**config.mk**
```make
export PLATFORM = sky130hd
export DESIGN_NAME = seven_seg_scan
export DESIGN_NICKNAME = d
export VERILOG_FILES = /design/src/rtl/seven_seg_scan.sv
export SDC_FILE = /design/constraint.sdc
export NUM_CORES = 1
export LEC_CHECK = 0
export BUFFER_PORTS_ARGS = -buffer_cell sky130_fd_sc_hd__buf_2
export CORE_AREA = 2 2 94 96
export DETAILED_ROUTE_END_ITERATION = 6
export DIE_AREA = 0 0 96 98
export HOLD_SLACK_MARGIN = 0.15
export PLACE_DENSITY = 0.58
export SLEW_MARGIN = 10
export SYNTH_ARGS = -nofsm -noshare
export SYNTH_HDL_FRONTEND = slang
export SYNTH_SLANG_ARGS = --single-unit
```
**constraint.sdc**
```tcl
create_clock -name clk -period 7 [get_ports clk]
set_input_delay 1.4 -clock clk [delete_from_list [all_inputs] [get_ports clk]]
set_output_delay 1.4 -clock clk [all_outputs]
set_load 0.05 [all_outputs]
```
**src/rtl/seven_seg_scan.sv**
```systemverilog
// seven_seg_scan: time-multiplexed driver for an N-digit common-anode
// seven-segment display. It takes a frame-synchronous snapshot of the inputs,
// blanks the anodes at the start of each digit slot to avoid ghosting, and
// handles leading-zero suppression, a minus glyph and decimal points.
module seven_seg_scan #(
   parameter int NUM_DIGITS   = 4,
   parameter int REFRESH_DIV  = 100000,
   parameter int BLANK_CYCLES = 1000
) (
   input  logic                    clk,
   input  logic                    rst,
   input  logic [4*NUM_DIGITS-1:0] digits,
   input  logic [NUM_DIGITS-1:0]   dp_in,
   input  logic [NUM_DIGITS-1:0]   blank_in,
   input  logic                    lzs_en,
   input  logic                    en,
   output logic [6:0]              segments,
   output logic                    dp,
   output logic [NUM_DIGITS-1:0]   anode_active,
   output logic                    frame_done
);

   localparam int CW = $clog2(REFRESH_DIV);
   localparam int IW = $clog2(NUM_DIGITS);
   localparam logic [CW-1:0] CNT_LAST = CW'(REFRESH_DIV - 1);
   localparam logic [IW-1:0] IDX_LAST = IW'(NUM_DIGITS - 1);

   logic [CW-1:0]              cnt;
   logic [IW-1:0]              idx;
   logic                       load_pending;
   logic                       slot_end;
   logic                       load;
   logic [NUM_DIGITS-1:0][3:0] snap_dig;
   logic [NUM_DIGITS-1:0]      snap_dp;
   logic [NUM_DIGITS-1:0]      snap_blank;
   logic                       snap_lzs;
   logic [NUM_DIGITS-1:0]      dark;
   logic                       lead;
   logic                       in_blank;
   logic [3:0]                 cur_code;
   logic                       cur_dark;
   logic                       cur_dp;
   logic [6:0]                 seg_nxt;
   logic                       dp_nxt;
   logic [NUM_DIGITS-1:0]      an_nxt;

   // Glyph codes to active-low {a,b,c,d,e,f,g}; 10 is minus, 11..15 blank.
   function automatic logic [6:0] decode(input logic [3:0] c);
      case (c)
         4'd0:    return 7'b0000001;
         4'd1:    return 7'b1001111;
         4'd2:    return 7'b0010010;
         4'd3:    return 7'b0000110;
         4'd4:    return 7'b1001100;
         4'd5:    return 7'b0100100;
         4'd6:    return 7'b0100000;
         4'd7:    return 7'b0001111;
         4'd8:    return 7'b0000000;
         4'd9:    return 7'b0000100;
         4'd10:   return 7'b1111110;
         default: return 7'b1111111;
      endcase
   endfunction

   assign slot_end = (cnt == CNT_LAST);
   assign load     = load_pending | (slot_end & (idx == IDX_LAST));

   // Anti-ghost window at the start of each slot (absent when BLANK_CYCLES is 0).
   if (BLANK_CYCLES == 0) begin : g_noblank
      assign in_blank = 1'b0;
   end else begin : g_blank
      assign in_blank = (cnt < CW'(BLANK_CYCLES));
   end

   // Slot counter and digit index free-run regardless of en.
   always_ff @(posedge clk or posedge rst) begin
      if (rst) begin
         cnt <= '0;
         idx <= '0;
      end else if (slot_end) begin
         cnt <= '0;
         idx <= (idx == IDX_LAST) ? '0 : idx + 1'b1;
      end else begin
         cnt <= cnt + 1'b1;
      end
   end

   // Frame-boundary snapshot of all display inputs; frame_done marks each load.
   always_ff @(posedge clk or posedge rst) begin
      if (rst) begin
         snap_dig     <= '0;
         snap_dp      <= '0;
         snap_blank   <= '1;
         snap_lzs     <= 1'b0;
         load_pending <= 1'b1;
         frame_done   <= 1'b0;
      end else begin
         frame_done <= load;
         if (load) begin
            snap_dig     <= digits;
            snap_dp      <= dp_in;
            snap_blank   <= blank_in;
            snap_lzs     <= lzs_en;
            load_pending <= 1'b0;
         end
      end
   end

   // Per-digit dark flags: explicit blank, or a leading zero while suppression is on.
   always_comb begin
      lead = snap_lzs;
      dark = '0;
      for (int k = 0; k < NUM_DIGITS; k++) begin
         if (snap_dig[k] != 4'd0) lead = 1'b0;
         dark[k] = snap_blank[k] | (lead & (k != NUM_DIGITS - 1));
      end
   end

   // Select the current digit and form next segment/dp/anode values.
   always_comb begin
      cur_code = '0;
      cur_dark = 1'b1;
      cur_dp   = 1'b0;
      an_nxt   = '1;
      for (int k = 0; k < NUM_DIGITS; k++) begin
         if (idx == IW'(k)) begin
            cur_code = snap_dig[k];
            cur_dark = dark[k];
            cur_dp   = snap_dp[k];
            an_nxt[NUM_DIGITS-1-k] = ~(en & ~in_blank);
         end
      end
      seg_nxt = cur_dark ? 7'b1111111 : decode(cur_code);
      dp_nxt  = cur_dark | ~cur_dp;
   end

   // Registered display pins.
   always_ff @(posedge clk or posedge rst) begin
      if (rst) begin
         segments     <= 7'b1111111;
         dp           <= 1'b1;
         anode_active <= '1;
      end else begin
         segments     <= seg_nxt;
         dp           <= dp_nxt;
         anode_active <= an_nxt;
      end
   end

endmodule

```
Yosys cells after proc, flatten, opt, wreduce, memory -nomap -nowiden
Memories as Yosys holds them, arrays and structs flattened.
Cells that the tools add are included.
Storage, ports and cells
  flip-flop bits (word level): 58
  ROM bits: 112
  bits of input ports: 28
  output and inout bits: 13
  word-level logic and storage cells: 58
  memories: 1
Operators by class
  add/subtract/negate cells: 2
  $lt $le $gt $ge: 1
  equal/unequal tests: 4
  muxes and demuxes: 22
  bitwise operators: 10
  reduce and logical (&&, ||, !) cells: 4
Memories
  (name not given): depth 16, width 7, rd ports 1, clocked after memory_dff 0, wr ports 0, RTL line 49  | case (c)
Operators by type and width (count)
  adder 17 x 1 -> 17 bit (second input constant): 1
  == test 17 bit (second input constant): 1
  < comparator 17 x 10 -> 1 bit (second input constant): 1
  two-way mux 17 bit: 1
  two-way mux 4 bit: 4
  two-way mux 1 bit: 15
  nonzero test 4 bit: 3
  two-way mux 7 bit: 1
  bitwise OR 1 bit: 5
  == test 2 bit (second input constant): 2
  NOT 1 bit: 3
  adder 2 x 1 -> 2 bit (second input constant): 1
  AND 1 bit: 2
  == test 2 x 1 -> 1 bit (second input constant): 1
  logical NOT 2 bit: 1
  two-way mux 2 bit: 1

Longest topological paths before layout
Gate-level depths: netlist (run 1).
  depth in word-level cells: 8
  gate-level depth with buffers: 11
  depth with buffers taken out: 10

Worst setup path before layout (run 1)
OpenSTA, ideal clock, no wires.
  kind: register to register
  from: register idx[0]
  to: register segments[3]
  library setup time: 0.106 ns
  arrival: 2.093 ns
  required time: 6.894 ns
  slack: 4.801 ns
  cell stages (with the launch flop): 12
  buffers on the path: 1
  clock period less this slack: 2.199 ns
  cell sequence: dfrtp_1 -> inv_1 -> ha_1 -> clkbuf_1 -> a21oi_1 -> a221oi_1 -> a21o_1 -> inv_1 -> ha_1 -> and2_1 -> a211oi_1 -> o21ai_0
Between the ends
  longest elaborated chain between the ends: 7
  elaborated cells between the ends (all ways): 14
  classes of those cells: eq/ne (3); mux (9); reduce/logical (1); memory (1)
RTL lines
  start: declaration: RTL line 29  | logic [IW-1:0] idx;
  start signal: assignment: RTL line 82  | idx <= (idx == IDX_LAST) ? '0 : idx + 1'b1;
  logical NOT 2 bit: RTL line 126  | if (idx == IW'(k)) begin
  two-way mux 4 bit (4 in series): RTL line 126
  memory (16 x 7 bit)
  two-way mux 7 bit (*): RTL line 133  | seg_nxt = cur_dark ? 7'b1111111 : decode(cur_code);
  named net seg_nxt[3]: RTL line 43  | logic [6:0] seg_nxt;
  end signal: assignment: RTL line 144  | segments <= seg_nxt;
  end: declaration: RTL line 17  | output logic [6:0] segments,
The timed path passes the listed nets; every way through them passes the cells marked *.
A chain may end at the register's enable or synchronous reset.

Final worst setup path (run 1)
  from: register idx[0]
  to: register segments[1]
Same word-level chain as after synthesis.

==> results of run 1 <==
-- state kept, by name (all words and copies together) (netlist names) --
name          cells
load_pending      1
snap_dp           4
snap_lzs          1
snap_blank        4
cnt              17
anode_active      4
segments          7
snap_dig         16
dp                1
idx               2
frame_done        1
-- final cells by class --
| cell class | count | area share [%] |
|---|---|---|
| flip-flops and latches | 58 | 43.4 |
| multi-input cells | 167 | 39.4 |
| repair buffers | 41 | 6.13 |
| clock buffers | 13 | 4.69 |
| well taps | 108 | 3.99 |
| inverters | 11 | 1.22 |
| clock inverters | 3 | 1.18 |
-- logic make-up (layout without fill, tap and decap cells) --
kind of cell	after synthesis	count (layout)
and+or+nand+nor	78	78
DFF	58	58
AOI/OAI and AO/OA	38	38
muxes	25	25
buffers and inverters	18	68
xor gates and xnor gates	14	14
adders and majority gates	11	11
other	1	1
-- critical path, cell delays in order (launching register included) --
cell and delay (ps):
dfrtp_1 400, ha_1 700, nor2b_1 290, a311oi_2 120, a2111oi_0 880, o21ai_0 250
-- layout by cell type (no fill, tap or decap), drive strengths merged, types with 2 or more instances in the layout --
cell    synthesis  final
a221oi          4      4
a21oi           7      7
nand3b          5      5
nand4           2      2
xnor2           7      7
clkinv          0      2
o21ai          11     11
buf             5     41
clkbuf          2     13
and3            3      3
a211oi          5      5
inv            11     11
dfrtp          41     41
ha             11     11
dfstp          17     17
nand3          12     12
nor3            4      4
o31ai           2      2
or2             2      2
mux2           25     25
nor3b           2      2
a221o           2      2
xor2            7      7
nor4            4      4
a21o            2      2
nand2          16     16
nor2           17     17
nor2b           5      5
-- power groups by stage --
| stage | clock [W] | combinational, W | sequential, W |
|---|---|---|---|
| 2_1_floorplan | 0 | 0.0000573 | 0.000402 |
| 3_3_place_gp | 0 | 0.000104 | 0.000383 |
| 3_5_place_dp | 0 | 0.000105 | 0.000382 |
| 4_1_cts | 0.000318 | 0.000105 | 0.000377 |
| 5_1_grt | 0.000334 | 0.000114 | 0.000379 |
| 6_report | 0.000307 | 0.000104 | 0.000377 |
-- per-stage QoR --
step | utilization, % | hold slack (ps) | instances
2_1_floorplan | - | 455 | 243
3_3_place_gp | 37.7 | 468 | 385
3_5_place_dp | 37.7 | 478 | 385
4_1_cts | 40.0 | 485 | 401
5_1_grt | 40.0 | 520 | 401
6_report | 40.0 | 480 | 401
-- layer usage --
metal / global-route usage [%] / vias up / wire length (µm)
met5: 0 / - / 0
met4: 4.95 / 0 / 61
li1: - / 950 / -
met1: 16.8 / 892 / 2510
met3: 4.94 / 6 / 342
met2: 20.0 / 41 / 2630
-- worst max path at each step --
stage / slack [ps] / end / cells after the start / start
after global routing: 3860 / segments[4] / 5 / idx[0]
after floorplan: 4200 / cnt[0] / 1 / rst
final: 4220 / segments[1] / 5 / idx[0]
after detailed placement: 4240 / segments[1] / 5 / idx[0]
after global placement: 4370 / segments[1] / 5 / idx[0]
after CTS: 4220 / segments[1] / 5 / idx[0]
==> impl_metrics.csv, run 1 <==
group,metric,value,unit
outcome,outcome,"finished clean",
synthesis,synth_seq_cells,58,
synthesis,synth.top_cells.by_area,"dfrtp_1 35%, dfstp_2 15%, mux2_4 9.9%",
synthesis,synth-edff-count,0,
timing,fin_crit,2780,ps
synthesis,synth_area,2890,µm²
finish,multi_input_comb_area,1330,µm²
finish,areaGrowthSynthToFinish,17.2,%
clock_tree,cts_max_level,3,
setup_path,r2r_slack,4220,ps
timing,clock.fmax,360,MHz
global_routing,antenna_found_initial,0,
clock_tree,cts_num_sinks,58,
setup_path,r2r-start,"idx[0]",
setup_path,worstSetupEndpointType,"flip-flop",
synthesis,yosys-top-cells-count,"41 x dfrtp_1, 19 x mux2_4, 17 x dfstp_2, 17 x nor2_1, 15 x nand2_1",
timing,slew_headroom,25.8,%
synthesis,ys_async_sr_fraction,100,%
floorplanning,core.rowCount,34,
setup_path,required_worst_endpoint,7210,ps
setup_path,crit_path_max_fanout,21,
power_and_ir_drop,vdd_ir_drop_max,0.140,mV
synthesis,synth_top_family_by_area,"simple AND/OR/NAND/NOR gates",
place,post-dp-hpwl,3960,µm
synthesis,synth_cell_type_count,47,
synthesis,yosys_warnings,0,
setup_path,end_of_the_worst_register_to_register_path,"segments[1]",
synthesis,post_synth_xor_area_fraction,4.24,%
place,placed_instance_area,3190,µm²
finish,antenna_cells_inserted,0,
synthesis,post-synth-top-count-cell,"dfrtp_1",
synthesis,yosys_most_used_dff,"dfrtp_1",
power_and_ir_drop,power-per-cell-area,232,nW/µm²
power_and_ir_drop,total_power,0.000787,W
synthesis,avgSynthCellArea,11.9,µm²
synthesis,synth_seq_area_share,50.9,%
clock_tree,number_of_cells_upsized_or_downsized_after_cts,0,
timing,skew,11.1,ps
place,globalplace.congestion,0.764,
clock_tree,cts_max_path_buffers,2,
clock_tree,tritoncts_clock_tree,"yes",
clock_tree,worst_setup_hold_path_clk_slew,70,ps
synthesis,synth_adder_area_share,4.76,%
place,buffer_ports.inserted,40,
run,cap_violations,0,
synthesis,synthesis.nets,282,
finish,design_area,3390,µm²
setup_path,timing.critical_path.from_type,"flip-flop",
clock_tree,post-cts-setup-buffers,0,
timing,grt_setup_unrepaired,"no",
power_and_ir_drop,share_comb_of_total_power,13.2,%
synthesis,synthCells,243,
finish,drive_above_1_share,37.2,%
floorplanning,fp.coreArea,8470,µm²
synthesis,synth_largest_area_cell,"dfrtp_1",
floorplanning,die-width,96,µm
synthesis,synth.mux.area_fraction,12.2,%
hold_path,hold_path.startpoint,"cnt[0]",
clock_tree,ctsRootBufferMaster,"clkbuf_8",
timing,min_period_over_period,39.6,%
detailed_routing,drc,0,
global_routing,globalRoute.totalOverflow,0,
detailed_routing,route.antenna.remaining_nets,0,
timing,hold_violation_count_in_the_final_report,0,
synthesis,synth_top_area_share,35.5,%
power_and_ir_drop,p_leak,1.53,nW
power_and_ir_drop,internal-power,0.000590,W
timing,report.final.setup_viol,0,
finish,layout.area.seq,1470,µm²
detailed_routing,vias,1889,
clock_tree,cts-hold-fix-buffers,0,
clock_tree,cts-buffers-inserted,9,
detailed_routing,detail_route.first_pass.iterations,4,
detailed_routing,wirelength,5550,µm
hold_path,hold_path_class,"reg2reg",
setup_path,path_class,"reg2reg",
global_routing,grt_total_usage,13.1,%
setup_path,ff2ff_path_depth,5,
hold_path,holdPathEnd,"cnt[0]",
floorplanning,die_h,98,µm
timing,transition_at_the_pin_with_the_smallest_max_transition_slack,1110,ps
place,dpl_worst_slack,4240,ps
setup_path,worst_ep_arrival_time,2980,ps
synthesis,synth_area_in_simple_gates,14.8,%
floorplanning,io_pins,41,
timing,timing.final.ws_setup,4220,ps
synthesis,synth-compound-area-share,9.69,%
power_and_ir_drop,p_switching,0.000198,W
power_and_ir_drop,swShare,25.1,%
floorplanning,initial_core_util,34.2,%
clock_tree,clk-insertion-delay-late,330,ps
global_routing,number_of_global_route_vias_before_repair,1924,
finish,final_layout_fill_cell_count,823,
power_and_ir_drop,power_frac_seq,47.9,%
global_routing,grt_first_pass_wirelength,9410,µm
hold_path,holdPathStages,1,
timing,fin_setup_tns,0,ps
power_and_ir_drop,pwr-share-clk,39.0,%
finish,layout.nets,327,
detailed_routing,drt_iter0_markers,69,
detailed_routing,wl_per_cell,13.8,µm
global_routing,grt_start_max_net_pins,59,
floorplanning,die_area,9410,µm²
detailed_routing,detail_route.vias_per_cell,4.71,
timing,final-max-slew-violation-count,0,
(Power assumes the default switching activity.)
==> inputs of run 2 (changes only) <==
==> constraint.sdc (replaced) <==
create_clock -name clk -period 2.8 [get_ports clk]
set_input_delay 0.56 -clock clk [delete_from_list [all_inputs] [get_ports clk]]
set_output_delay 0.56 -clock clk [all_outputs]
set_load 0.05 [all_outputs]
==> run 2 against run 1 <==
Final cell count grew 1.5%. Largest power group unchanged. Wire length grew 4.0%. Power grew to 2.7 times the previous value. Sequential cell count is the same. Worst setup slack lost 3800 ps. Global-route usage grew 0.21 points. Design area grew 2.7%. Critical endpoint is now segments[3]. Sequential power grew 150%. Core utilization grew 1.1 points. Critical path depth grew 1.
==> impl_metrics.csv, run 2 (same netlist as run 1, synthesis figures left out) <==
group,metric,value,unit
setup_path,path_class,"reg2reg",
timing,hold_violation_count_in_the_final_report,0,
power_and_ir_drop,power-per-cell-area,608,nW/µm²
setup_path,worst_ep_arrival_time,2640,ps
global_routing,number_of_global_route_vias_before_repair,1959,
global_routing,grt_first_pass_wirelength,9660,µm
place,globalplace.congestion,0.793,
finish,largestRegisters,"cnt: 17 flops, snap_dig: 16 flops, segments: 7 flops",
floorplanning,initial_core_util,34.2,%
detailed_routing,vias,1970,
clock_tree,cts_max_level,3,
finish,antenna_cells_inserted,0,
timing,transition_at_the_pin_with_the_smallest_max_transition_slack,811,ps
floorplanning,fp.coreArea,8470,µm²
global_routing,grt_total_usage,13.4,%
timing,slew_headroom,45.9,%
place,post-dp-hpwl,4280,µm
timing,clock.fmax,418,MHz
detailed_routing,drt_iter0_markers,49,
floorplanning,core.rowCount,34,
floorplanning,io_pins,41,
finish,register_name_with_the_most_flops,"cnt",
run,cap_violations,0,
setup_path,cp_top_family,"adder cells",
finish,post-route-util,41.1,%
hold_path,hold_path_class,"in2async",
timing,min_period_over_period,85.5,%
clock_tree,clk-insertion-delay-late,330,ps
setup_path,required_worst_endpoint,3050,ps
clock_tree,ctsRootBufferMaster,"clkbuf_8",
timing,skew,6.46,ps
clock_tree,worst_setup_hold_path_clk_slew,70,ps
place,buffer_ports.inserted,40,
timing,fin_setup_tns,0,ps
finish,layout_common_cells,"41 x dfrtp_1, 40 x buf_2, 19 x mux2_4",
setup_path,critical_path_buf_inv_count,0,
global_routing,grt_start_max_net_pins,27,
timing,worst_hold_slack,261,ps
detailed_routing,wl_per_cell,14.2,µm
clock_tree,cts-hold-fix-buffers,0,
finish,areaGrowthSynthToFinish,20.4,%
clock_tree,post-cts-setup-buffers,0,
detailed_routing,route.antenna.remaining_nets,0,
floorplanning,die-width,96,µm
setup_path,critical_path.slowest_cell,"ha_1",
detailed_routing,detail_route.vias_per_cell,4.84,
timing,fin_crit,2390,ps
global_routing,antenna_found_initial,0,
setup_path,worstSetupEndpointType,"flip-flop",
floorplanning,die_h,98,µm
finish,largest_register_ff_count,17,
setup_path,path_cells,"ha_1 -> a211oi_1 -> a221o_1 -> ha_1 -> a211oi_1 -> o21ai_0",
floorplanning,die_area,9410,µm²
clock_tree,number_of_cells_upsized_or_downsized_after_cts,0,
setup_path,cpPeakStageDelay,710,ps
place,placed_instance_area,3250,µm²
finish,design_area,3480,µm²
setup_path,crit_path_max_fanout,21,
clock_tree,tritoncts_clock_tree,"yes",
clock_tree,cts_max_path_buffers,2,
detailed_routing,wirelength,5770,µm
finish,drive_above_1_share,38.8,%
detailed_routing,detail_route.first_pass.iterations,6,
timing,final-max-slew-violation-count,0,
finish,multi_input_comb_area,1330,µm²
finish,final_layout_fill_cell_count,809,
detailed_routing,drc,0,
setup_path,timing.critical_path.from_type,"flip-flop",
global_routing,globalRoute.totalOverflow,0,
finish,layout.nets,333,
outcome,outcome,"finished clean",
finish,layout.area.seq,1470,µm²
finish,layout.cells.most_common,"dfrtp_1",
timing,report.final.setup_viol,0,
timing,grt_setup_unrepaired,"no",
power_and_ir_drop,vdd_ir_drop_max,0.295,mV
clock_tree,cts_num_sinks,58,
clock_tree,cts-buffers-inserted,9,
power_and_ir_drop,p_leak,1.58,nW
## run 2: power by group
group	total, W	switching [W]	internal (W)
clock	0.000910	0.000323	0.000586
sequential	0.000942	0.0000353	0.000907
combinational	0.000264	0.000150	0.000115
## run 2: worst paths after layout
kind	from	endpoint	slack (ps)	depth (start not counted)
max	idx[0]	segments[3]	410	6
min	rst	snap_dig[10]	260	2
max reg2reg	idx[0]	segments[3]	410	6
min reg2reg	cnt[0]	cnt[0]	490	1
max in group asynchronous	rst	dp	1850	3
min in group clk	digits[8]	snap_dig[8]	450	2
## run 2: routing by layer
metal  GRT usage (%)  vias up  routed length [µm]
met4            3.96        0                  63
met1            17.8      962                2690
met5               0        -                   0
li1                -      961                   -
met3            4.71        8                 296
met2            20.3       39                2720
## run 2: per-stage QoR
step / std cells / setup slack (ps) / total power [W]
5_1_grt: 407 / 176 / 0.00222
4_1_cts: 407 / 406 / 0.00215
3_3_place_gp: 391 / 478 / 0.00122
2_1_floorplan: 243 / 601 / 0.00115
6_report: 407 / 407 / 0.00212
3_5_place_dp: 391 / 415 / 0.00122
## run 2: layout make-up
type | count | share of cell area, %
Inverter | 11 | 1.19
Clock inverter | 6 | 3.02
Clock buffer | 10 | 3.67
Timing Repair Buffer | 47 | 7.62
Sequential cell | 58 | 42.3
Tap cell | 108 | 3.88
Multi-Input combinational cell | 167 | 38.3
